--- src/rtl/mem_seq.sv ---
// mem_seq: command sequencer for a single-port RAM. Accepts WRITE, READ,
// FILL and SCAN commands one at a time. Every RAM strobe and every read
// result is registered, so the RAM bus is glitch-free and rd_data/rd_addr
// hold their value between strobes.
module mem_seq #(
  parameter int ADDR_W = 4,
  parameter int DATA_W = 4
) (
  input  logic              clk,
  input  logic              rst,
  input  logic              cmd_valid,
  output logic              cmd_ready,
  input  logic [1:0]        cmd_op,
  input  logic [ADDR_W-1:0] cmd_addr,
  input  logic [DATA_W-1:0] cmd_data,
  input  logic [ADDR_W-1:0] cmd_len,
  output logic              rd_valid,
  output logic [DATA_W-1:0] rd_data,
  output logic [ADDR_W-1:0] rd_addr,
  output logic              busy,
  output logic              mem_we,
  output logic              mem_oe,
  output logic [ADDR_W-1:0] mem_add,
  output logic [DATA_W-1:0] mem_in,
  input  logic [DATA_W-1:0] mem_out
);

  typedef enum logic [2:0] {IDLE, WRITE, READ, FILL, SCAN} state_t;

  localparam logic [ADDR_W-1:0] ADDR_ONE = ADDR_W'(1);

  state_t            state;
  // Words still to be accessed after the current one; zero for single-word
  // commands so WRITE/FILL and READ/SCAN can share their state logic.
  logic [ADDR_W-1:0] remaining;

  // Single sequencer: accepts a command in IDLE, walks the RAM one word per
  // cycle, captures read data at the closing edge of each access and keeps
  // cmd_ready/busy registered alongside the next state.
  always_ff @(posedge clk or posedge rst) begin
    if (rst) begin
      state     <= IDLE;
      remaining <= '0;
      cmd_ready <= 1'b0;
      busy      <= 1'b0;
      rd_valid  <= 1'b0;
      rd_data   <= '0;
      rd_addr   <= '0;
      mem_we    <= 1'b0;
      mem_oe    <= 1'b0;
      mem_add   <= '0;
      mem_in    <= '0;
    end else begin
      case (state)
        IDLE: begin
          rd_valid <= 1'b0;
          if (cmd_valid && cmd_ready) begin
            cmd_ready <= 1'b0;
            busy      <= 1'b1;
            mem_add   <= cmd_addr;
            case (cmd_op)
              2'b00: begin
                state     <= WRITE;
                mem_we    <= 1'b1;
                mem_in    <= cmd_data;
                remaining <= '0;
              end
              2'b01: begin
                state     <= READ;
                mem_oe    <= 1'b1;
                mem_in    <= '0;
                remaining <= '0;
              end
              2'b10: begin
                state     <= FILL;
                mem_we    <= 1'b1;
                mem_in    <= cmd_data;
                remaining <= cmd_len;
              end
              default: begin
                state     <= SCAN;
                mem_oe    <= 1'b1;
                mem_in    <= '0;
                remaining <= cmd_len;
              end
            endcase
          end else begin
            // Either truly idle or the last read strobe is being presented;
            // in both cases the next cycle can take a command.
            cmd_ready <= 1'b1;
            busy      <= 1'b0;
          end
        end

        WRITE, FILL: begin
          if (remaining == '0) begin
            state     <= IDLE;
            mem_we    <= 1'b0;
            mem_add   <= '0;
            mem_in    <= '0;
            cmd_ready <= 1'b1;
            busy      <= 1'b0;
          end else begin
            mem_add   <= mem_add + ADDR_ONE;
            remaining <= remaining - ADDR_ONE;
          end
        end

        READ, SCAN: begin
          rd_valid <= 1'b1;
          rd_data  <= mem_out;
          rd_addr  <= mem_add;
          if (remaining == '0) begin
            // The final strobe is still pending, so stay busy and not ready
            // for one more cycle.
            state     <= IDLE;
            mem_oe    <= 1'b0;
            mem_add   <= '0;
            cmd_ready <= 1'b0;
            busy      <= 1'b1;
          end else begin
            mem_add   <= mem_add + ADDR_ONE;
            remaining <= remaining - ADDR_ONE;
          end
        end

        default: begin
          state     <= IDLE;
          remaining <= '0;
          cmd_ready <= 1'b0;
          busy      <= 1'b0;
          rd_valid  <= 1'b0;
          mem_we    <= 1'b0;
          mem_oe    <= 1'b0;
          mem_add   <= '0;
          mem_in    <= '0;
        end
      endcase
    end
  end

endmodule

--- config.mk ---
export PLATFORM = sky130hd
export DESIGN_NAME = mem_seq
export DESIGN_NICKNAME = d
export VERILOG_FILES = /design/src/rtl/mem_seq.sv
export SDC_FILE = /design/constraint.sdc
export NUM_CORES = 1
export LEC_CHECK = 0
export ABC_CLOCK_PERIOD_IN_PS = 1700
export BUFFER_PORTS_ARGS = -buffer_cell sky130_fd_sc_hd__buf_2
export CAP_MARGIN = 20
export CORE_UTILIZATION = 43
export CTS_CLUSTER_SIZE = 12
export DETAILED_ROUTE_END_ITERATION = 16
export GPL_TIMING_DRIVEN = 0
export PLACE_DENSITY = 0.75
export SLEW_MARGIN = 10
export SYNTH_ARGS = -nofsm -noshare
export SYNTH_HDL_FRONTEND = slang
export SYNTH_SLANG_ARGS = --single-unit
--- constraint.sdc ---
create_clock -name clk -period 1.7 [get_ports clk]
set_clock_uncertainty 0.2 [all_clocks]
set_input_delay 0.085 -clock clk [delete_from_list [all_inputs] [get_ports clk]]
set_output_delay 0.085 -clock clk [all_outputs]
set_load 0.02 [all_outputs]
==> metrics.yaml <==
sta:
  fmax_mhz: 536
  final_hold_viol_count: 0
  worst_slack_ns: -0.167
  post-route-period-util_pct: 110
  finalSetupViolCount: 22
  tightestPinTransition_ns: 0.499
  rsz0062_at_grt: "yes"
  period_minus_slack_ns: 1.87
  slew_headroom_pct: 66.7
  finalMaxSlewViolations: 0
  fin_setup_tns_ns: -1.39
die:
  die_y_um: 62.6
  num_rows: 21
  initial_core_util_pct: 45.9
  dieArea_sq_mm: 0.00392
  die_w_um: 62.6
  fp.coreArea_sq_mm: 0.00344
  ioPinCount: 42
routing:
  num_vias: 1583
  drc: 0
  wl_um: 4810
  vias_per_cell: 5.48
  dr.pass1.iters: 4
  drt-wirelength-per-cell_um: 16.6
  ant_nets: 0
  drt-initial-drc-count: 108
logic_synthesis:
  yosys.area.top_type: "dfrtp_1"
  yosys_warnings: 0
  syn_nets: 179
  synth-seq-area-share_pct: 44.3
  syn_inst: 151
  synth_area_sq_mm: 0.00158
  syn_avg_cell_area_sq_um: 10.5
  synth_edf_count: 0
  yosys-top-cells-area: "dfrtp_1 44%, mux2_2 5.7%, ha_1 5.5%, o21ai_0 3.8%, nand2_1 3.6%"
  synth_ff_type: "dfrtp_1"
  ys_ff_latch: 28
  ys_types: 45
  postSynth.asyncResetShare_pct: 100
  synth_top_area_share_pct: 44.3
clock_network:
  htree_levels: 1
  clock_latency_ns: 0.28
  cts_num_sinks: 28
  cts_buffers: 3
  cts_tree: "done"
  cts_buffer_depth: 2
  clk_root_buffer_cell: "clkbuf_8"
  clkTransAtPathRegs_ns: 0.09
flow_run:
  maxCapViolCount: 0
grt:
  overflow: 0
  grtUsageTotal_pct: 25.8
  grtUsageMet1_pct: 33.1
  grt_use_met2_pct: 44.8
  antenna_found_initial: 0
  grt_pass1_vias: 1541
  grt_pass1_wl_um: 7820
  grt-busiest-layer: "met2"
  met3_usage_pct: 3.47
  grt_start_max_net_pins: 29
critical_path:
  crit_fanout: 3
  worst_setup_path_start_kind: "flip-flop"
  critPathKind: "reg -> reg"
  worstPathArrival_ns: 1.84
  cp.required_ns: 1.67
  crit_path_end_kind: "flip-flop"
power_and_ir_drop:
  peakVddDrop_mv: 1.22
  finalPower_mw: 5.55
  leakage_nw: 1.20
  p_per_area_mw_per_mm2: 2170
placed_design:
  gp_routability_congestion: 0.749
  dp.cells: 238
  placed_cell_area_sq_mm: 0.00187
  place_ws_ns: -0.292
  hpwlAfterDp_um: 2570
  port-buffer-count: 41
finish:
  fin_area_sq_mm: 0.00256
  final_cell_mix: "43 x buf_2, 27 x dfrtp_1, 22 x buf_4, 16 x dlygate4sd3_1, 15 x nand2_1"
  multi_input_area_sq_um: 963
  drive_above_1_share_pct: 50.6
  syn2layout_area_growth_pct: 61.9
  finalNonFillerCells: 289
  final_common_cell: "buf_2"
  fillers: 216
  fin_nets: 272
  antenna-diode-count: 0
  ff_latch_area_sq_um: 702
worst_hold_path:
  min_path_type: "in -> reg"
status:
  failed_checks: "setup timing"
  outcome: "finished, violations left"
==> metal layers <==
layer | up-vias | share of wire [%]
li1 | 741 | -
met1 | 768 | 42
met2 | 55 | 51
met3 | 19 | 4.0
met4 | 0 | 2.9
met5 | - | 0
==> path summary, 6_finish.rpt <==
check,from,end,slack [ns],depth (start not counted)
setup reg to reg,remaining[1],mem_add[2],-0.17,7
setup / recovery,remaining[1],mem_add[2],-0.17,7
max in group asynchronous,rst,state[0],0.68,4
hold reg to reg,rd_valid,rd_valid,0.28,1
hold / removal,cmd_addr[2],mem_add[2],0.003,3
min in group asynchronous,rst,remaining[2],0.17,3
==> registers in the layout, indices dropped and copies added (netlist names) <==
| register | cells |
|---|---|
| mem_in | 4 |
| rd_addr | 4 |
| mem_oe | 1 |
| state | 3 |
| remaining | 4 |
| rd_valid | 1 |
| rd_data | 4 |
| cmd_ready | 1 |
| mem_add | 4 |
| mem_we | 1 |
| busy | 1 |
==> synthesized netlist by cell type (2+ instances only) <==
master	count
dfrtp_1	28
nand2_1	15
nor2_1	12
o21ai_0	12
inv_1	8
mux2_2	8
a21oi_1	7
ha_1	7
o22ai_1	4
a211oi_1	3
a21o_1	3
buf_2	3
nand3_1	3
nor3_1	3
a2bb2oi_1	2
a32o_1	2
buf_6	2
nor3_4	2
==> cell type report <==
class | instances | area share [%]
multi-input combinational | 109 | 37.6
sequential | 28 | 27.4
timing repair buffer | 89 | 26.7
tap | 46 | 2.25
buffer | 5 | 2.10
clock buffer | 3 | 1.61
inverter | 8 | 1.17
clock inverter | 1 | 1.17
==> critical path: stages, from the launching register on <==
cell,delay (ns)
dfrtp_1,0.41
inv_2,0.09
ha_4,0.13
buf_4,0.09
nor3b_4,0.25
nor3_2,0.10
a32o_1,0.24
a32o_1,0.25
==> stage by stage <==
stage	hold WS, ns	utilization, %
after floorplan	-0.0496	-
after global placement	0.121	54.3
after detailed placement	0.121	54.3
after CTS	0.0000135	71.0
after global routing	0.0188	74.4
final	0.00318	74.4
==> kinds of logic after synthesis <==
family,count (synthesis),share of synthesized area (%)
muxes,9,6.33
DFF,28,44.3
buffers and inverters,15,4.83
adders and majority gates,7,5.54
AOI/OAI and AO/OA,46,21.9
xor gates and xnor gates,1,1.03
and+or+nand+nor,45,16.1
==> power by group <==
part	leakage (nW)	switching, mW	internal [mW]
logic	0.815	1.90	1.85
clock network	0.0357	0.207	0.315
registers	0.351	0.289	0.988
total	1.20	2.39	3.16
==> repair_timing <==
action	in CTS	in global routing
endpoints found under the setup margin	25	27
setup buffers	20	9
pin swaps	21	12
gates cloned	3	0
hold buffers	16	0
hold endpoints to repair	43	0
resized for setup	44	10
Note: power is estimated with default switching activity, not from simulation.
